### src/rtl/ucode_sequencer_pkg.sv
// Shared definitions for the instruction sequencer: microcode control-word
// field positions, sequencer states and the fixed HALT/IRQ constants.
package ucode_sequencer_pkg;

  // Microcode control-word field positions
  localparam int LAST_STEP_HI = 59;
  localparam int LAST_STEP_LO = 57;
  localparam int MEM_OP_BIT   = 56;
  localparam int MEM_WR_BIT   = 55;
  localparam int RSVD_BIT     = 54;
  localparam int DP_CTRL_HI   = 53;

  localparam logic [7:0]  HALT_OPCODE_DEF = 8'h76;
  localparam logic [7:0]  IRQ_OPCODE_DEF  = 8'hFF;
  localparam logic [15:0] IRQ_VECTOR_BASE = 16'h0040;

  typedef enum logic [2:0] {
    ST_FETCH    = 3'd0,
    ST_EXEC     = 3'd1,
    ST_MEM_WAIT = 3'd2,
    ST_HALT     = 3'd3,
    ST_IRQ      = 3'd4
  } seq_state_e;

  // Interrupt vectors are spaced 8 bytes apart above the vector base.
  function automatic logic [15:0] vector_addr(input logic [2:0] vec);
    return IRQ_VECTOR_BASE + {10'd0, vec, 3'b000};
  endfunction

endpackage

### src/rtl/ucode_sequencer.sv
// Instruction-level sequencer: opcode fetch, multi-cycle execute with memory
// stalls, HALT and interrupt entry at instruction boundaries.
module ucode_sequencer
  import ucode_sequencer_pkg::*;
#(
  parameter int         CTRL_W      = 60,
  parameter int         STEP_W      = 3,
  parameter logic [7:0] IRQ_OPCODE  = IRQ_OPCODE_DEF,
  parameter logic [7:0] HALT_OPCODE = HALT_OPCODE_DEF
) (
  input  logic              clk,
  input  logic              reset_n,
  output logic              mem_req,
  output logic              mem_we,
  output logic              mem_fetch,
  input  logic              mem_ack,
  input  logic [7:0]        mem_rdata,
  output logic [7:0]        opcode_out,
  input  logic [CTRL_W-1:0] ctrl_in,
  output logic [CTRL_W-7:0] ctrl_out,
  output logic              ctrl_valid,
  output logic [STEP_W-1:0] step,
  output logic              pc_inc,
  input  logic              ime,
  input  logic              irq_req,
  input  logic [2:0]        irq_vec,
  output logic              irq_ack,
  output logic              vec_override,
  output logic [15:0]       vec_addr,
  output logic              halted
);

  seq_state_e        state_q, state_d;
  logic [7:0]        opcode_q, opcode_d;
  logic [STEP_W-1:0] step_q, step_d;
  logic [2:0]        irq_vec_q, irq_vec_d;
  logic              vec_q, vec_d;
  logic              fetch_req_q, fetch_req_d;

  logic [STEP_W-1:0] last_step;
  logic              mem_op;
  logic              mem_wr;
  logic              advance;
  logic              exec_phase;
  logic              rsvd_unused;

  assign last_step   = STEP_W'(ctrl_in[LAST_STEP_HI:LAST_STEP_LO]);
  assign mem_op      = ctrl_in[MEM_OP_BIT];
  assign mem_wr      = ctrl_in[MEM_WR_BIT];
  assign rsvd_unused = ctrl_in[RSVD_BIT];

  always_comb begin
    // NOTE: every combinational output and next-state value gets a default
    // here first, so no path through the case below can infer a latch.
    state_d     = state_q;
    opcode_d    = opcode_q;
    step_d      = step_q;
    irq_vec_d   = irq_vec_q;
    vec_d       = vec_q;
    mem_req     = 1'b0;
    mem_we      = 1'b0;
    mem_fetch   = 1'b0;
    ctrl_valid  = 1'b0;
    pc_inc      = 1'b0;
    irq_ack     = 1'b0;
    advance     = 1'b0;

    unique case (state_q)
      ST_FETCH: begin
        // The fetch request is qualified by a register so it stays low
        // until the first clock edge after reset is released.
        mem_req   = fetch_req_q;
        mem_fetch = fetch_req_q;
        if (fetch_req_q && mem_ack) begin
          opcode_d = mem_rdata;
          pc_inc   = 1'b1;
          step_d   = '0;
          state_d  = (mem_rdata == HALT_OPCODE) ? ST_HALT : ST_EXEC;
        end
      end

      ST_EXEC: begin
        ctrl_valid = 1'b1;
        if (mem_op) begin
          mem_req = 1'b1;
          mem_we  = mem_wr;
        end
        if (!mem_op || mem_ack) begin
          advance = 1'b1;
        end else begin
          state_d = ST_MEM_WAIT;
        end
      end

      ST_MEM_WAIT: begin
        mem_req = 1'b1;
        mem_we  = mem_wr;
        if (mem_ack) begin
          ctrl_valid = 1'b1;
          advance    = 1'b1;
        end
      end

      ST_HALT: begin
        if (irq_req) begin
          state_d = ime ? ST_IRQ : ST_FETCH;
        end
      end

      ST_IRQ: begin
        irq_ack   = 1'b1;
        irq_vec_d = irq_vec;
        opcode_d  = IRQ_OPCODE;
        step_d    = '0;
        vec_d     = 1'b1;
        state_d   = ST_EXEC;
      end

      default: state_d = ST_FETCH;
    endcase

    // Step completion: either move to the next step or reach the boundary,
    // the only place an interrupt is allowed in.
    if (advance) begin
      if (step_q < last_step) begin
        step_d  = step_q + STEP_W'(1);
        state_d = ST_EXEC;
      end else begin
        vec_d   = 1'b0;
        state_d = (ime && irq_req) ? ST_IRQ : ST_FETCH;
      end
    end

    fetch_req_d = (state_d == ST_FETCH);
  end

  always_ff @(posedge clk or negedge reset_n) begin
    if (!reset_n) begin
      state_q     <= ST_FETCH;
      opcode_q    <= 8'h00;
      step_q      <= '0;
      irq_vec_q   <= 3'd0;
      vec_q       <= 1'b0;
      fetch_req_q <= 1'b0;
    end else begin
      // NOTE: state registers use non-blocking assignment so every flop
      // samples the pre-edge value of its neighbours.
      state_q     <= state_d;
      opcode_q    <= opcode_d;
      step_q      <= step_d;
      irq_vec_q   <= irq_vec_d;
      vec_q       <= vec_d;
      fetch_req_q <= fetch_req_d;
    end
  end

  // The control word stays on the datapath while a memory step is stalled;
  // ctrl_valid alone says when it may commit.
  assign exec_phase   = (state_q == ST_EXEC) || (state_q == ST_MEM_WAIT);
  assign ctrl_out     = exec_phase ? ctrl_in[DP_CTRL_HI:0] : '0;
  assign opcode_out   = opcode_q;
  assign step         = step_q;
  assign vec_override = vec_q;
  assign vec_addr     = vec_q ? vector_addr(irq_vec_q) : 16'h0000;
  assign halted       = (state_q == ST_HALT);

endmodule
### config.mk
export PLATFORM = sky130hd
export DESIGN_NAME = ucode_sequencer
export DESIGN_NICKNAME = d
export VERILOG_FILES = /design/src/rtl/ucode_sequencer_pkg.sv /design/src/rtl/ucode_sequencer.sv
export SDC_FILE = /design/constraint.sdc
export NUM_CORES = 1
export LEC_CHECK = 0
export CORE_MARGIN = 2
export CORE_UTILIZATION = 31
export DETAILED_ROUTE_END_ITERATION = 16
export PLACE_DENSITY = 0.9
export SLEW_MARGIN = 20
export SYNTH_ARGS = -nofsm -noshare
export SYNTH_HDL_FRONTEND = slang
export SYNTH_SLANG_ARGS = --single-unit
### constraint.sdc
create_clock -name clk -period 5.6 [get_ports clk]
set_input_delay 1.68 -clock clk [delete_from_list [all_inputs] [get_ports clk]]
set_output_delay 1.68 -clock clk [all_outputs]
set_load 0.01 [all_outputs]
Word level (Yosys, flattened, before mapping)
Index checks and enable logic that the tools add are counted.
W data, S select, Z words.

word-level totals
  flip-flop bits (word level) = 19
  input port bits = 76
  output and inout port bits = 89
  word-level logic and storage cells = 56

cells by class
  $add $sub $neg = 2
  magnitude comparators = 1
  equality and inequality tests = 6
  muxes and demuxes = 32
  reductions and logical operators = 9

operators by type and width
  operator               number
  $mux W54               1
  $mux W3                10
  $mux W8                2
  $pmux W8 S2            1
  $pmux W3 S5            1
  $mux W1                11
  $add A7 B6 Y8 const A  1
  $eq A8 B7 Y1 const B   1
  $eq A3 B2 Y1 const B   2
  $logic_not A3 Y1       2
  $pmux W1 S2            3
  $pmux W3 S2            1
  $add A3 B1 Y3 const B  1
  $eq A3 B1 Y1 const B   1
  $eq A3 B3 Y1 const B   1
  $lt A3 B3 Y1           1
  $pmux W1 S3            1
  $logic_and A1 B1 Y1    2
  $logic_or A1 B1 Y1     2
  $mux W2                1
  $ne A2 B2 Y1 const B   1
  $reduce_and A2 Y1      1
  $reduce_bool A2 Y1     1
  $logic_not A1 Y1       1

Logic depth before layout (Yosys ltp)
Gate-level depths: netlist (run 1).

  depth after elaboration = 6
  mapped depth = 7
  mapped depth without buffers = 6

Least setup slack after synthesis (run 1)
Ideal clock, no wire load.

  path type = input-to-output
  start = in mem_ack
  end = out pc_inc
  data arrival time = 2.146 ns
  data required time = 3.920 ns
  setup slack = 1.774 ns
  stages on the path = 3
  buffers on the path = 1
  cell sequence = buf_6 -> nand3b_1 -> nor3_1

on the way
  word-level cells in the longest chain between the ends = 3

RTL lines
  what                 line                   source
  start, declared      ucode_sequencer.sv:16  input logic mem_ack,
  $logic_and A1 B1 Y1  ucode_sequencer.sv:74  if (fetch_req_q && mem_ack) begin
  $mux W1              ucode_sequencer.sv:74
  $mux W1              ucode_sequencer.sv:68  unique case (state_q)
  end, declared        ucode_sequencer.sv:23  output logic pc_inc,

Every way passes these cells.

Worst setup path after layout (run 1)
Ends and elaborated chain as after synthesis.

==> results.md, run 1 <==
- Chip width: 75.5 um
- Yosys cell types: 40
- Fmax: 0.202 GHz
- Largest net degree at the start of global routing: 55
- Dominant synthesized flop cell: dfrtp_1
- Die height: 75.5 um
- Power per Cell Area: 490 mW/mm2
- Reg power frac: 18.1%
- Hold path start: opcode_out[2]
- Hold Path Depth: 2
- I/O pins: 165
- Final instance area: 0.00312 mm2
- Most common cell after layout, fill and taps aside: clkdlybuf4s50_1
- Worst EP arrival: 3.26 ns
- Rows: 26
- Async SR Flop Fraction: 100%
- Worst reg2reg path startpoint: state_q[1]
- Syn Inst Count: 194
- Maxcap violations: 0
- Setup Skew: 0.00137 ns
- Depth of the worst register-to-register path: 5
- Post-synthesis cell area: 0.00158 mm2
- Status: completed
- RSZ-0062 raised after global routing: false
- GRT overflow: 0
- Layout cell share with drive strength beyond 1: 6.23%
- Req. time, crit path: 3.92 ns
- Overall Power: 1530 uW
- Worst Hold Class: flip-flop to flip-flop
- Synth Area in XOR/XNOR: 0%
- Filler cells: 438
- Worst setup SP type: primary input
- RR Endpoint: fetch_req_q
- Final hold viol count: 0
- Layout net count: 417
- Max-slew violations: 0
- Die area: 0.00570 mm2
- Inst Count DP: 403
- Sink Count: 19
- CTS buffer count: 3
- Vias/cell: 4.39
- Gpl congestion: 0.764
- Worst-path clk slew: 0.07 ns
- Core area: 0.00501 mm2
- Post-Layout Cell Count: 407
- Antenna violations before repair: 0
- Via count: 1788
- Slowest cell delay on critical path: 0.69 ns
- Logic pwr share: 75.8%
- Leading area contributor after synthesis: dfrtp_1
- CP most frequent cell: clkdlybuf4s50_1
- Critical path type: primary input to output port
- Clock Latency Late Sink: 0.25 ns
- Net Switching: 610 uW
- Most frequent cells in the layout: 151 x clkdlybuf4s50_1, 57 x and2_1, 21 x nand2_1, 19 x dfrtp_1, 13 x nand3_1
- DR DRC count: 0
- Post_cts resized: 0
- Final setup fails: 0
- Critical Path Fanout Max: 9
- FF+latch count, synth: 19
- Drt wl/cell: 13.4 um
- Post-synth top area share: 30.0%
- CTS tree: done
- Remaining antenna violation count: 0
- Diode count: 0
- Cts hold-fix bufs: 0
- Worst slew pin tran: 0.826 ns
- Max clock buf depth: 2
- Slew HR: 44.8%
- Detailed Route Iter0 Violations: 29
- Setup TNS: 0 ns
- Post-layout util: 62.2%
- Critical-path top delay cell: clkdlybuf4s50_1
- Post-Synth Adder-Cell Area: 2.37%
- IO buf count: 151
- Tcrit/Tclk final: 88.2%
- Syn avg cell area: 8.17 um2
- R2r setup slk: 3.85 ns
- DP HPWL: 4.58 mm
- Largest family of logic cells by synthesized area: simple AND/OR/NAND/NOR gates
- Mux contribution to synthesized area: 2.13%
- EDFF count, synth: 0
- End of the worst hold path: opcode_out[2]
- Detailed Route WL: 5.46 mm
- Int Power: 918 uW
- Seq/Total Area, Yosys: 30.0%
- 1st-pass router iterations: 4
- Synth Area in Simple Gates: 43.3%
- # Post-CTS Setup Buffers: 0
- First-pass GRT wire length: 7.39 mm
- Leakage power: 0.00128 uW
- Clock share of power: 6.0%
- Root Driver: clkbuf_8
- Peak supply drop: 0.262 mV
- Initial Util: 31.6%
- Htree depth: 1
- Syn. warnings: 0
- Largest cells by area after synthesis: dfrtp_1 30%, and2_1 23%, buf_4 7.1%
- CP Capture Type: output port
- DP Area: 0.00307 mm2
- Area delta synth->final: 96.7%
- Final min period: 4.94 ns
- Number of global-route vias before repair: 1518
- Sw frac: 39.9%
- Post-synthesis compound-gate area fraction: 10.5%
- Tot GR Track Use: 16.8%
- Critical path, cell by cell: clkdlybuf4s50_1 > nand3b_1 > nor3_1 > clkdlybuf4s50_1
[metrics by stage]
stage	hold WS (ns)	setup WS (ns)
floorplan	0.471	1.77
CTS	0.499	0.641
detailed placement	0.481	0.650
global placement	0.480	0.673
finish	0.497	0.660
global route	0.522	0.536
[Yosys cell counts, types with 2 or more instances]
master / number
a2bb2oi_1: 3
nor2_2: 3
nor2_1: 10
mux2_2: 3
o21ai_0: 2
and2_1: 57
dfrtp_1: 19
buf_4: 15
clkbuf_2: 5
nand3_1: 13
ha_1: 3
nand2_1: 21
a211oi_1: 2
nand2b_1: 3
nor4_2: 2
a21oi_1: 5
buf_2: 2
inv_1: 4
[power groups by stage]
| stage | registers [uW] | logic, uW | clock network (uW) |
|---|---|---|---|
| after floorplan | 265 | 585 | 0 |
| after global placement | 273 | 1150 | 0 |
| after detailed placement | 276 | 1170 | 0 |
| after CTS | 277 | 1180 | 94.4 |
| after global routing | 287 | 1260 | 101 |
| final | 277 | 1160 | 92.3 |
[cell type report]
class / count / area [um2] / share of cell area, %
sequential: 19 / 475 / 15.3
clock buffer: 3 / 41.3 / 1.33
tap: 70 / 87.6 / 2.81
timing repair buffer: 152 / 1520 / 48.8
clock inverter: 1 / 5.00 / 0.161
inverter: 5 / 18.8 / 0.602
multi-input combinational: 157 / 968 / 31.1
[logic make-up (layout without fill, tap and decap cells)]
kind of cell	count (synthesis)	in the layout
fa+ha+maj	3	3
simple gates	120	120
flops	19	19
mux	3	3
compound gates	19	19
buf+inv	29	161
other cells	1	12
[per-layer routing]
metal	global-route usage [%]	up-vias	part of all wire, %
met5	0	-	0
met4	3.51	0	0.27
met3	3.70	2	10
met2	31.0	84	52
met1	20.0	806	38
li1	-	896	-
[state kept, by name, indices dropped and copies added (netlist names)]
name          count
opcode_out        8
fetch_req_q       1
state_q           3
step              3
vec_override      1
irq_vec_q         3
[worst max-delay path, delay by kind of cell]
family | cells | cell delay (ns)
AND/OR/NAND/NOR | 2 | 0.31
buffers and inverters | 2 | 1.27
[how the worst max path moves through the flow]
stage / startpoint / end / slack, ns
after detailed placement: mem_ack / pc_inc / 0.65
final: mem_ack / pc_inc / 0.66
after global routing: mem_ack / pc_inc / 0.54
after CTS: mem_ack / pc_inc / 0.64
after global placement: mem_ack / pc_inc / 0.67
after floorplan: mem_ack / pc_inc / 1.77
Note: power is estimated with default switching activity, not from simulation.
==> run 2, diff against run 1 <==
CELL_PAD_IN_SITES_DETAIL_PLACEMENT = 1   (was not set)
CELL_PAD_IN_SITES_GLOBAL_PLACEMENT = 1   (was not set)
CORE_UTILIZATION = 20   (was 31)
PLACE_DENSITY = 0.91   (was 0.9)
==> results.md, run 2 (synthesis gave the netlist of run 1 again) <==
- Status: completed
- CP most frequent cell: clkdlybuf4s50_1
- Sw frac: 40.7%
- Worst EP arrival: 3.28 ns
- Worst setup SP type: primary input
- Core area: 0.00769 mm2
- Initial Util: 20.6%
- CTS buffer count: 3
- Clock share of power: 6.3%
- 1st-pass router iterations: 4
- Rows: 32
- Most common cell after layout, fill and taps aside: clkdlybuf4s50_1
- Sink Count: 19
- Reg power frac: 18.0%
- IO buf count: 151
- Final min period: 4.96 ns
- Tcrit/Tclk final: 88.6%
- Gpl congestion: 0.729
- Area delta synth->final: 99.4%
- Fmax: 0.201 GHz
- Logic pwr share: 75.7%
- Detailed Route Iter0 Violations: 30
- Number of global-route vias before repair: 1908
- I/O pins: 165
- Leakage power: 0.00128 uW
- Remaining antenna violation count: 0
- Int Power: 918 uW
- RR Endpoint: fetch_req_q
- Layout net count: 417
- Critical path, cell by cell: clkdlybuf4s50_1 > nand3b_1 > nor3_1 > clkdlybuf4s50_1
- # Post-CTS Setup Buffers: 0
- Die area: 0.00865 mm2
- Diode count: 0
- Max-slew violations: 0
- Drt wl/cell: 15.0 um
- Clock Latency Late Sink: 0.26 ns
- Depth of the worst register-to-register path: 5
- Post_cts resized: 0
- Cts hold-fix bufs: 0
- Power per Cell Area: 491 mW/mm2
- Most frequent cells in the layout: 151 x clkdlybuf4s50_1, 57 x and2_1, 21 x nand2_1, 19 x dfrtp_1, 13 x nand3_1
- CP Capture Type: output port
- Vias/cell: 4.25
- Worst Path Buf+Inv: 2
- Overall Power: 1550 uW
- Detailed Route WL: 6.60 mm
- DP HPWL: 5.49 mm
- Layout cell share with drive strength beyond 1: 6.23%
- Setup TNS: 0 ns
- CP endpoint: pc_inc
- Post-Layout Cell Count: 439
- Tot GR Track Use: 14.4%
- Dpl ws: 0.642 ns
- Critical path type: primary input to output port
- R2r setup slk: 3.79 ns
- Number of cells on the critical path: 4
- RSZ-0062 raised after global routing: false
- Req. time, crit path: 3.92 ns
- Antenna violations before repair: 0
- Worst-path clk slew: 0.08 ns
- Largest net degree at the start of global routing: 55
- CTS tree: done
- GRT overflow: 0
- Largest register FFs: 8
- Final setup fails: 0
- Net Switching: 631 uW
- Final hold viol count: 0
- Critical-path top delay cell: clkdlybuf4s50_1
- Slew HR: 41.6%
- Worst setup startpoint: mem_ack
- Critical Path Fanout Max: 9
- Worst reg2reg path startpoint: state_q[1]
- Final worst setup slack: 0.637 ns
- Max clock buf depth: 2
- Slowest cell delay on critical path: 0.68 ns
- CP delay by family, top: buffers and inverters
- Root Driver: clkbuf_8
- Inst Count DP: 435
- Peak supply drop: 0.196 mV
- DR DRC count: 0
- Setup Skew: 0.00793 ns
- Worst slew pin tran: 0.874 ns
- Die height: 93.0 um
- Via count: 1866
- Chip width: 93.0 um
- Htree depth: 1
- Worst Hold Class: flip-flop to flip-flop
- Maxcap violations: 0
- First-pass GRT wire length: 10.0 mm
-- run 2: worst min-delay path, cell delays in order, from the launching register on --
cell	delay (ns)
dfrtp_1	0.35
nand2_1	0.06
nand3_1	0.07
-- run 2: routing by layer --
| layer | wire (um) | GRT usage (%) | vias up | share of wire, % |
|---|---|---|---|---|
| met5 | 0 | 0 | - | 0 |
| met1 | 2540 | 16.1 | 872 | 39 |
| met4 | 16 | 1.84 | 0 | 0.24 |
| met3 | 551 | 2.74 | 2 | 8.3 |
| met2 | 3490 | 28.6 | 98 | 53 |
| li1 | - | - | 894 | - |
-- run 2: how the worst min path moves through the flow --
stage	from	end	slack (ns)	depth (start not counted)
finish	opcode_out[2]	opcode_out[2]	0.51	2
global route	opcode_out[7]	opcode_out[7]	0.53	2
global placement	irq_vec_q[0]	irq_vec_q[0]	0.48	1
floorplan	irq_vec_q[0]	irq_vec_q[0]	0.47	1
detailed placement	opcode_out[2]	opcode_out[2]	0.48	2
CTS	opcode_out[2]	opcode_out[2]	0.50	2
-- run 2: area by class of cell --
cell class | count | area [um2]
fillers | 919 | 4530
repair buffers | 152 | 1520
multi-input cells | 157 | 968
flip-flops and latches | 19 | 475
well taps | 102 | 128
clock buffers | 3 | 41.3
inverters | 5 | 18.8
clock inverters | 1 | 7.51
-- run 2: power by group through the flow --
stage	logic (uW)	clock network (uW)	registers (uW)
2_1_floorplan	585	0	265
3_3_place_gp	1160	0	278
3_5_place_dp	1190	0	279
4_1_cts	1200	100	279
5_1_grt	1270	104	291
6_report	1170	97.5	279
-- run 2: per-stage QoR --
step / area (um2) / hold slack (ns) / util [%]
after floorplan: 1630 / 0.471 / -
after CTS: 3160 / 0.505 / 41.1
after detailed placement: 3110 / 0.484 / 40.4
final: 3160 / 0.506 / 41.1
after global routing: 3160 / 0.534 / 41.1
after global placement: 3110 / 0.485 / 40.4
==> run 3, diff against run 2 <==
CTS_BUF_LIST = sky130_fd_sc_hd__clkbuf_8   (was not set)
==> results of run 3 <==
Final layout, timing and power as in run 2 (identical DEF).
